===== src/rtl/apb_wait_slave.sv =====
// APB register-file slave: DEPTH words of DATA_W bits, fixed WAIT_CYCLES wait states per access,
// PSLVERR for addresses at or beyond DEPTH.
module apb_wait_slave #(
    parameter int ADDR_W      = 8,
    parameter int DATA_W      = 8,
    parameter int DEPTH       = 64,
    parameter int WAIT_CYCLES = 1
) (
    input  logic              PCLK,
    input  logic              PRESETn,
    input  logic              PSEL,
    input  logic              PENABLE,
    input  logic              PWRITE,
    input  logic [ADDR_W-1:0] PADDR,
    input  logic [DATA_W-1:0] PWDATA,
    output logic              PREADY,
    output logic [DATA_W-1:0] PRDATA,
    output logic              PSLVERR
);

    localparam int              IDX_W   = $clog2(DEPTH);
    localparam logic [ADDR_W:0] DEPTH_C = (ADDR_W + 1)'(DEPTH);
    localparam logic [3:0]      WAIT_C  = 4'(WAIT_CYCLES);

    typedef enum logic [1:0] {
        ST_IDLE = 2'd0,
        ST_WAIT = 2'd1,
        ST_RESP = 2'd2
    } state_t;

    state_t             state_r, state_s;
    logic [IDX_W-1:0]   addr_r;
    logic               write_r;
    logic               err_r;
    logic [3:0]         cnt_r, cnt_s;
    logic [DATA_W-1:0]  mem_r [DEPTH];

    logic               err_in_s;
    logic               ready_s;
    logic               slverr_s;
    logic               latch_s;
    logic               load_s;
    logic               wr_en_s;
    logic [IDX_W-1:0]   rd_addr_s;
    logic               rd_skip_s;
    logic [DATA_W-1:0]  rdata_s;

    assign err_in_s = ({1'b0, PADDR} >= DEPTH_C);

    // Response data comes from the live bus on a zero-wait setup, otherwise from the latched transfer.
    always_comb begin
        rd_addr_s = addr_r;
        rd_skip_s = write_r | err_r;
        if (state_r == ST_IDLE) begin
            rd_addr_s = PADDR[IDX_W-1:0];
            rd_skip_s = PWRITE | err_in_s;
        end else begin
            rd_addr_s = addr_r;
            rd_skip_s = write_r | err_r;
        end
        rdata_s = rd_skip_s ? {DATA_W{1'b0}} : mem_r[rd_addr_s];
    end

    // Next-state and response decisions for the IDLE -> WAIT -> RESP handshake.
    always_comb begin
        state_s  = state_r;
        cnt_s    = cnt_r;
        ready_s  = PREADY;
        slverr_s = PSLVERR;
        latch_s  = 1'b0;
        load_s   = 1'b0;
        wr_en_s  = 1'b0;
        case (state_r)
            ST_IDLE: begin
                if (PSEL && !PENABLE) begin
                    latch_s = 1'b1;
                    cnt_s   = WAIT_C;
                    if (WAIT_C == 4'd0) begin
                        state_s  = ST_RESP;
                        ready_s  = 1'b1;
                        slverr_s = err_in_s;
                        load_s   = 1'b1;
                    end else begin
                        state_s = ST_WAIT;
                    end
                end else begin
                    state_s = ST_IDLE;
                end
            end
            ST_WAIT: begin
                if (!PSEL) begin
                    state_s  = ST_IDLE;
                    ready_s  = 1'b0;
                    slverr_s = 1'b0;
                end else if (PENABLE) begin
                    cnt_s = cnt_r - 4'd1;
                    if (cnt_r == 4'd1) begin
                        state_s  = ST_RESP;
                        ready_s  = 1'b1;
                        slverr_s = err_r;
                        load_s   = 1'b1;
                    end else begin
                        state_s = ST_WAIT;
                    end
                end else begin
                    state_s = ST_WAIT;
                end
            end
            ST_RESP: begin
                if (!PSEL) begin
                    state_s  = ST_IDLE;
                    ready_s  = 1'b0;
                    slverr_s = 1'b0;
                end else if (PENABLE) begin
                    wr_en_s  = write_r & ~err_r;
                    state_s  = ST_IDLE;
                    ready_s  = 1'b0;
                    slverr_s = 1'b0;
                end else begin
                    state_s = ST_RESP;
                end
            end
            default: begin
                state_s  = ST_IDLE;
                ready_s  = 1'b0;
                slverr_s = 1'b0;
            end
        endcase
    end

    // Control state, latched transfer attributes and registered bus outputs.
    always_ff @(posedge PCLK) begin
        if (!PRESETn) begin
            state_r <= ST_IDLE;
            cnt_r   <= 4'd0;
            addr_r  <= '0;
            write_r <= 1'b0;
            err_r   <= 1'b0;
            PREADY  <= 1'b0;
            PSLVERR <= 1'b0;
            PRDATA  <= '0;
        end else begin
            state_r <= state_s;
            cnt_r   <= cnt_s;
            PREADY  <= ready_s;
            PSLVERR <= slverr_s;
            if (latch_s) begin
                addr_r  <= PADDR[IDX_W-1:0];
                write_r <= PWRITE;
                err_r   <= err_in_s;
            end
            if (load_s) begin
                PRDATA <= rdata_s;
            end
        end
    end

    // Storage array; writes commit only on the completion edge of a legal write.
    always_ff @(posedge PCLK) begin
        if (!PRESETn) begin
            for (int i = 0; i < DEPTH; i++) begin
                mem_r[i] <= '0;
            end
        end else if (wr_en_s) begin
            mem_r[addr_r] <= PWDATA;
        end
    end

endmodule


===== config.mk =====
export PLATFORM = sky130hd
export DESIGN_NAME = apb_wait_slave
export DESIGN_NICKNAME = d
export VERILOG_FILES = /design/src/rtl/apb_wait_slave.sv
export SDC_FILE = /design/constraint.sdc
export NUM_CORES = 1
export LEC_CHECK = 0
export CORE_MARGIN = 5
export CORE_UTILIZATION = 30
export DETAILED_ROUTE_END_ITERATION = 16
export GPL_ROUTABILITY_DRIVEN = 0
export PLACE_DENSITY = 0.55
export SYNTH_ARGS = -nofsm -noshare
export SYNTH_HDL_FRONTEND = slang
export SYNTH_SLANG_ARGS = --single-unit

===== constraint.sdc =====
create_clock -name PCLK -period 3.7 [get_ports PCLK]
set_input_delay 0.74 -clock PCLK [delete_from_list [all_inputs] [get_ports PCLK]]
set_output_delay 0.74 -clock PCLK [all_outputs]
set_load 0.1 [all_outputs]

Word level (Yosys, flattened, before mapping)
Memories as Yosys holds them, arrays and structs flattened.
Index checks and enable logic that the tools add are counted.
{"block": "op_classes", "bitwise_logic": 5, "n_reduce_logical": 7, "n_mux": 40, "n_lt_le_gt_ge": 1, "n_eq_ne": 9, "n_addsub": 1}
{"cell": "$mux 1", "count": 24}
{"cell": "$mux 8", "count": 2}
{"cell": "$mux 4", "count": 3}
{"cell": "$mux 6", "count": 2}
{"cell": "$mux 2", "count": 5}
{"cell": "$ne 3x3->1 const B", "count": 3}
{"cell": "$ge 8x7->1 const B", "count": 1}
{"cell": "$pmux 4 s2", "count": 1}
{"cell": "$reduce_and 4->1", "count": 2}
{"cell": "$reduce_or 8->1", "count": 1}
{"cell": "$pmux 1 s3", "count": 2}
{"cell": "$pmux 2 s3", "count": 1}
{"cell": "$eq 4x1->1 const B", "count": 1}
{"cell": "$ne 2x2->1 const B", "count": 2}
{"cell": "$sub 4x1->4 const B", "count": 1}
{"cell": "$eq 2x1->1 const B", "count": 1}
{"cell": "$eq 2x2->1 const B", "count": 1}
{"cell": "$logic_not 2->1", "count": 1}
{"cell": "$ne 2x1->1 const B", "count": 1}
{"cell": "$not 1->1", "count": 2}
{"cell": "$or 1x1->1", "count": 2}
{"cell": "$reduce_bool 2->1", "count": 1}
{"cell": "$and 1x1->1", "count": 1}
{"cell": "$logic_and 1x1->1", "count": 1}
{"cell": "$logic_not 1->1", "count": 1}
{"block": "totals", "register_bits": 24, "ram_bits": 512, "word_cells": 72, "mem_count": 1, "output_inout_bits": 10}
{"name": "mem_r", "depth": 64, "width": 8, "read_ports": 1, "rd_ports_with_merged_regs": 0, "write_ports": 64, "line_no": "36", "source": "logic [DATA_W-1:0] mem_r [DEPTH];"}

Depth between registers and ports, before layout
Gate-level depths: netlist of run 1.
{"block": "depth", "ltp_word": 10, "ltp_mapped": 11, "mapped_depth_nobuf": 8}

Least setup slack after synthesis of run 1
OpenSTA, ideal clock, no wires.
{"block": "synth_timing", "path_kind": "input-to-reg", "startpoint": "input port PRESETn", "endpoint": "memory mem_r[23][0] (enable)", "required_time_ps": 3316, "t_arrival_ps": 2539, "setup_slack_ps": 777, "stages": 6, "cell_sequence": "clkbuf_1 -> nand3b_1 -> nor3_1 -> nand3_1 -> clkbuf_1 -> o21ai_0"}
{"element": "start: declaration", "line_no": "10", "source": "input logic PRESETn,"}
{"element": "end: declaration", "line_no": "36"}

Worst setup path in the final report of run 1
{"block": "layout_timing", "startpoint": "register state_r[0]", "endpoint": "register PRDATA[0]"}
{"block": "layout_between", "elab_chain_cells": 4}
{"element": "start: declaration", "line_no": "31", "source": "state_t state_r, state_s;"}
{"element": "start signal: assignment", "line_no": "143", "source": "state_r <= state_s;"}
{"element": "$logic_not 2->1", "line_no": "54", "source": "if (state_r == ST_IDLE) begin"}
{"element": "$mux 6", "line_no": "54"}
{"element": "$mem_v2 64x8"}
{"element": "$mux 8", "line_no": "61", "source": "rdata_s = rd_skip_s ? {DATA_W{1'b0}} : mem_r[rd_addr_s];"}
{"element": "end signal: assignment", "line_no": "153", "source": "PRDATA <= rdata_s;"}
{"element": "end: declaration", "line_no": "17", "source": "output logic [DATA_W-1:0] PRDATA,"}
Parallel ways exist; a longest one is shown, timed or not.
A chain may end at the register's enable or synchronous reset.

==> results by group, run 1 <==
Die
  – Initial Util: 0.3028
  – Ports: 31
  – Die H: 300.6 microns
  – Core Region: 83690 sq um
  – Width of the die: 300.6 microns
  – Rows: 106
  – Die area: 90380 sq um

CTS
  – Later-pin clock latency in the skew report: 0.62 ns
  – Reg clk slew, reported paths: 0.06 ns
  – H-tree depth: 2
  – Clk buf depth: 3
  – Clock sinks: 536
  – Post-CTS sizing: 0
  – Post-CTS Hold Buffers: 0
  – Total clock buffers created by CTS: 58
  – Postcts setup bufs: 0
  – Root Buffer Master: clkbuf_16
  – TritonCTS clock tree: built

Placement
  – Post-Place Setup Slack: -0.1524 ns
  – Dpl hpwl: 47.34 mm
  – Placed insts: 3323
  – Number of buffers added on ports: 30

Critical path
  – Critical path's largest stage delay: 0.64 ns
  – Top delay family on crit path: compound AO/OA/AOI/OAI gates
  – Critical path type: reg -> reg
  – R2R Path Start: state_r[0]
  – Slowest cell on crit path: o21ai_0
  – WP data required: 4.19 ns
  – Critical Path End Type: flip-flop
  – Setup crit start: state_r[0]
  – Crit path max fanout: 37
  – Crit start category: flip-flop
  – Worst Path Buf+Inv: 3
  – Crit path arrival time: 4.00 ns
  – Most frequent CP cell: buf_4
  – Critical path cell sequence: o21ai_0, nand2_8, buf_12, buf_4, nor2_1, a32oi_1, and3_1, o41ai_1, buf_4, nand3_1

Logic synthesis
  – Post-Syn Area: 25340 sq um
  – Synth Warn #: 0
  – Ys flop type: edfxtp_1
  – Syn_nets: 2193
  – Number of flops mapped to enable cells by yosys: 512
  – Post-synthesis sequential area ratio: 0.6257
  – Synth cell types: 60
  – Yosys reg bits: 536
  – Post-Syn Instances: 2170
  – Synth Area per Inst: 11.68 sq um
  – Asr flop ratio synth: 0

Status
  – Run status: finished clean

Final layout
  – Most common cell after layout, fill and taps aside: and2_1
  – Nets: 2272
  – Layout cells sized above 1: 0.1223
  – Reg area: 15860 sq um
  – Syn-to-layout area delta: 16.51%
  – Multi-input logic area: 8593 sq um
  – # fillers: 8137
  – Non-filler cells, final: 3434
  – Core Util, Final: 0.3528
  – Most frequent cells in the layout: and2_1, edfxtp_1, nand2_1

Route
  – Detailed-route wire length per cell: 21.85 microns
  – Routed WL: 75.04 mm
  – Post-DRT Antenna Nets: 0
  – DRC violations left: 0
  – Via count: 17.24k
  – Initial drt markers: 1502
  – Drt via density: 5.020
  – Drt first pass iters: 6

GRT
  – Vias in the first global route: 17.18k
  – GRT overflow: 0
  – Total track usage: 0.1626
  – Largest net degree at the start of global routing: 82
  – Initial antenna violation count: 1
  – First-pass GRT wire length: 110.5 mm

STA
  – RSZ-0062 raised after global routing: no
  – Setup-failing EPs final: 0
  – WHS: 0.5130 ns
  – Hold Violations, Final: 0
  – Slew @ Worst Pin: 1.180 ns
  – Max-slew violation count: 0
  – Worst setup margin: 0.1930 ns
  – Final Cycle Share: 0.9478
  – Clock Skew: 0.02091 ns
  – Final min period: 3.507 ns
  – Rel. slew slack: 0.2131
  – Fmax: 0.2851 GHz

Power and ir drop
  – Net Switching: 3.295 mW
  – Pwr dens: 477.8 nW/um^2
  – Worst ir drop on vdd: 0.0002694 V
  – P_int: 10.81 mW
  – Combinational share of power: 0.081
  – Sequential fraction of design power: 0.489
  – Final Power: 14.11 mW
  – Clk pwr share: 0.429
  – Leak: 10.84 nW
  – Switch share: 0.2336

Worst hold path
  – Worst min path class: reg -> reg
  – Critical hold path startpoint: write_r

Flow run
  – Max-Cap Viols: 0
[path summary, 6_finish.rpt]
kind | to | slack (ns) | cells past startpoint
max | PRDATA[0] | 0.19 | 10
min reg2reg | write_r | 0.51 | 2
min | write_r | 0.51 | 2
max reg2reg | PRDATA[0] | 0.19 | 10
[cell type report]
type                       count  share of cell area
inverter                       6           0.0007628
multi-input combinational   1459              0.2911
clock inverter                30             0.01110
sequential                   536              0.5370
tap                         1134             0.04806
timing repair buffer         188             0.05552
antenna                        2           0.0001695
clock buffer                  79             0.05632
[cells by family after synthesis]
kind of cell | count (synthesis) | share of synthesized area
AOI/OAI and AO/OA | 235 | 0.06898
xor gates and xnor gates | 2 | 0.0006914
adders and majority gates | 2 | 0.0009874
buffers and inverters | 175 | 0.03629
DFF | 536 | 0.6257
muxes | 81 | 0.03358
and+or+nand+nor | 1139 | 0.2338
[power by group through the flow]
stage / Combinational (mW) / Clock [mW] / Sequential (mW)
6_report: 1.15 / 6.06 / 6.90
5_1_grt: 1.22 / 6.42 / 6.91
4_1_cts: 1.15 / 6.15 / 6.90
3_5_place_dp: 1.14 / 0 / 7.03
3_3_place_gp: 1.13 / 0 / 7.03
2_1_floorplan: 0.667 / 0 / 6.99
[worst min-delay path, delay by kind of cell (launching register included)]
kind	cells	cell delay, ns
flops	1	0.34
compound gates	1	0.06
simple gates	1	0.06
[metrics by stage]
| step | instance area [sq um] | setup TNS [ns] |
|---|---|---|
| finish | 29520 | 0 |
| global placement | 27530 | -0.4103 |
| floorplan | 25340 | 0 |
| detailed placement | 27530 | -0.3726 |
| CTS | 29520 | 0 |
| global route | 29520 | 0 |
[layer usage]
layer  vias up  global-route usage  wire [microns]
li1       7862                   -               -
met1      8564              0.2226           32380
met3       135             0.03475            6110
met5         -                   0               0
met4         0             0.04690            1974
met2       676              0.2620           34570
[synthesized netlist by cell type (all sizes together) (5+ instances only)]
master | count | area share
nor2 | 83 | 0.012
clkbuf | 89 | 0.013
nor3 | 22 | 0.0043
mux2i | 76 | 0.030
o21ai | 76 | 0.015
a31oi | 33 | 0.0081
o41ai | 8 | 0.0038
nand3 | 67 | 0.013
buf | 80 | 0.022
a32o | 42 | 0.017
edfxtp | 512 | 0.61
a21boi | 8 | 0.0024
a41oi | 5 | 0.0020
and2 | 517 | 0.13
a2111oi | 12 | 0.0041
nand4 | 17 | 0.0042
inv | 6 | 0.00089
and3 | 39 | 0.0096
dfxtp | 24 | 0.019
nand2 | 366 | 0.054
a32oi | 23 | 0.0079
[state kept, by name, indices dropped and copies added (netlist names)]
name / flops
PSLVERR: 1
PREADY: 1
mem_r: 512
cnt_r: 4
addr_r: 6
PRDATA: 8
err_r: 1
state_r: 2
write_r: 1
Power figures use the tool's default switching activity.
==> run 2: changes to the inputs <==
CTS_CLUSTER_DIAMETER = 40   (was not set)
clock period = 3.8 ns   (was 3.7 ns; I/O delays follow)
==> run 2 against run 1 <==
Against the previous run:
- via count increased by 1.0%
- wire length rose by 0.73%
- register-to-register slack barely moved
==> results by group, run 2 (synthesis gave the netlist of run 1 again) <==
Route
  – Initial drt markers: 1617 (+7.7%)
  – Detailed-route wire length per cell: 21.76 microns (-0.40%)
  – DRC violations left: 0 (unchanged)
  – Drt first pass iters: 5 (-1)
  – Drt via density: 5.014 (-0.11%)
  – Routed WL: 75.58 mm (+0.73%)
  – Via count: 17.41k (+1.0%)
  – Post-DRT Antenna Nets: 0 (unchanged)

CTS
  – TritonCTS clock tree: built
  – Reg clk slew, reported paths: 0.05 ns (about the same)
  – Clk buf depth: 3 (unchanged)
  – Total clock buffers created by CTS: 90 (+55%)
  – Clock sinks: 536 (unchanged)
  – Root Buffer Master: clkbuf_16
  – Post-CTS Hold Buffers: 0 (unchanged)
  – Later-pin clock latency in the skew report: 0.63 ns (about the same)
  – Post-CTS sizing: 0 (unchanged)
  – Postcts setup bufs: 0 (unchanged)
  – H-tree depth: 3 (+1)

STA
  – Slew @ Worst Pin: 1.034 ns (-0.1465 ns)
  – Rel. slew slack: 0.3055 (+0.09240)
  – Max-slew violation count: 0 (unchanged)
  – Final min period: 3.601 ns (+0.09417 ns)
  – Hold Violations, Final: 0 (unchanged)
  – Clock Skew: 0.03310 ns (+0.01219 ns)
  – RSZ-0062 raised after global routing: no
  – Setup-failing EPs final: 0 (unchanged)
  – Setup TNS: 0 ns (unchanged)
  – Fmax: 0.2777 GHz (-2.6%)
  – Final Cycle Share: 0.9477 (about the same)

Critical path
  – Crit path max fanout: 14 (-62%)
  – Crit start category: flip-flop
  – Critical Path End Type: flip-flop
  – Critical path's largest stage delay: 0.83 ns (+0.19 ns)
  – Slowest cell on crit path: a2111oi_0
  – Reg2reg path depth: 9 (-1)
  – Reg2Reg Setup Slack: 0.20 ns (about the same)
  – Worst R2R End: PRDATA[7]
  – Critical path type: reg -> reg
  – Most frequent CP cell: buf_4
  – WP data required: 4.38 ns (+0.19 ns)
  – Crit path arrival time: 4.18 ns (+0.18 ns)
  – R2R Path Start: state_r[1]
  – Critical path cell sequence: o21ai_0, and2_4, buf_4, nand2_1, a32o_1, a2111oi_0, buf_4, o41a_1, a211o_1

Die
  – Die H: 300.6 microns (unchanged)
  – Width of the die: 300.6 microns (unchanged)
  – Rows: 106 (unchanged)
  – Initial Util: 0.3028 (unchanged)
  – Die area: 90380 sq um (unchanged)
  – Core Region: 83690 sq um (unchanged)
  – Ports: 31 (unchanged)

GRT
  – GR met2 Demand/Resource: 0.2704 (+0.008427)
  – M3 GR Usage: 0.02466 (-0.01009)
  – Largest net degree at the start of global routing: 65 (-21%)
  – Initial antenna violation count: 3 (+2)
  – Total track usage: 0.1648 (+0.002168)
  – First-pass GRT wire length: 112.4 mm (+1.7%)
  – Most Used Layer, Global Route: met2
  – GR Util met1: 0.2258 (+0.003172)
  – GRT overflow: 0 (unchanged)
  – Vias in the first global route: 17.74k (+3.3%)

Power and ir drop
  – Pwr dens: 529.2 nW/um^2 (+11%)
  – Final Power: 16.11 mW (+14%)
  – Leak: 11.24 nW (+3.6%)
  – Worst ir drop on vdd: 0.0003389 V (+26%)

Worst hold path
  – Hold depth: 2 (unchanged)
  – Critical hold path startpoint: addr_r[0]
  – Worst min path class: reg -> reg
  – Hold Path Sink: addr_r[0]

Final layout
  – Most flop-heavy register: mem_r
  – Biggest regs: mem_r: 512 flops, PRDATA: 8 flops, addr_r: 6 flops
  – Antenna cell count: 0 (-2)
  – Most frequent cells in the layout: and2_1, edfxtp_1, nand2_1
  – # fillers: 8135 (-0.025%)
  – Max FFs per register: 512 (unchanged)
  – Non-filler cells, final: 3473 (+1.1%)
  – Core Util, Final: 0.3638 (+0.01105)
  – Nets: 2286 (+0.62%)
  – Layout cells sized above 1: 0.1398 (+0.01752)
  – Syn-to-layout area delta: 20.16%
  – Final Cell Area: 30450 sq um (+3.1%)
  – Most common cell after layout, fill and taps aside: and2_1

Placement
  – Post-place instance area: 27330 sq um (-0.72%)
  – Placed insts: 3305 (-0.54%)
  – Number of buffers added on ports: 30 (unchanged)
  – Dpl hpwl: 48.02 mm (+1.4%)

Status
  – Run status: finished clean

Flow run
  – Max-Cap Viols: 0 (unchanged)
-- run 2: changes by cell type in the layout (fill, tap and decap cells not counted), moves of 7 or more --
cell,previous run,this run
inv_6,1,12
clkinvlp_4,2,13
buf_4,149,136
clkbuf_16,60,91
clkbuf_8,9,2
clkinv_4,1,9
-- run 2: cell type report --
| cell class | instances | area, sq um | share of cell area |
|---|---|---|---|
| flip-flops and latches | 536 | 15860 | 0.5207 |
| multi-input cells | 1459 | 8593 | 0.2822 |
| clock buffers | 102 | 2338 | 0.07680 |
| repair buffers | 170 | 1441 | 0.04734 |
| well taps | 1134 | 1419 | 0.04660 |
| clock inverters | 66 | 779.5 | 0.02560 |
| inverters | 6 | 22.52 | 0.0007396 |
-- run 2: routing by layer --
layer / vias to the layer above / share of wire / wire, microns
li1: 7932 / - / -
met1: 8704 / 0.44 / 32920
met2: 657 / 0.47 / 35560
met3: 121 / 0.069 / 5232
met4: 0 / 0.025 / 1876
met5: - / 0 / 0
-- run 2: per-stage QoR --
step | hold slack [ns] | setup slack, ns
5_1_grt | 0.5373 | 0.06157
4_1_cts | 0.5100 | 0.2903
3_3_place_gp | 0.4835 | -0.1273
6_report | 0.5021 | 0.1989
2_1_floorplan | 0.4656 | 0.8568
3_5_place_dp | 0.4965 | -0.09889
-- run 2: power by group --
| group | internal [mW] | switching, mW | total [mW] |
|---|---|---|---|
| Sequential | 6.65 | 0.0735 | 6.72 |
| Clock | 5.30 | 2.99 | 8.30 |
| Combinational | 0.337 | 0.758 | 1.10 |
-- run 2: worst max path at each step --
stage                     slack (ns)  cells past startpoint           end       start
final                           0.20                      9     PRDATA[7]  state_r[1]
after floorplan                 0.86                      6  mem_r[23][0]     PRESETn
after global routing            0.06                      9     PRDATA[1]  state_r[1]
after CTS                       0.29                      9     PRDATA[7]  state_r[1]
after global placement         -0.13                     10     PRDATA[7]    PADDR[0]
after detailed placement        -0.1                     10     PRDATA[1]    PADDR[0]
-- run 2: worst max-delay path, delay by kind of cell (launching register included) --
kind | cells | cell delay (ns)
AOI/OAI and AO/OA | 5 | 2.16
buffers and inverters | 2 | 0.52
DFF | 1 | 0.42
and+or+nand+nor | 2 | 0.44
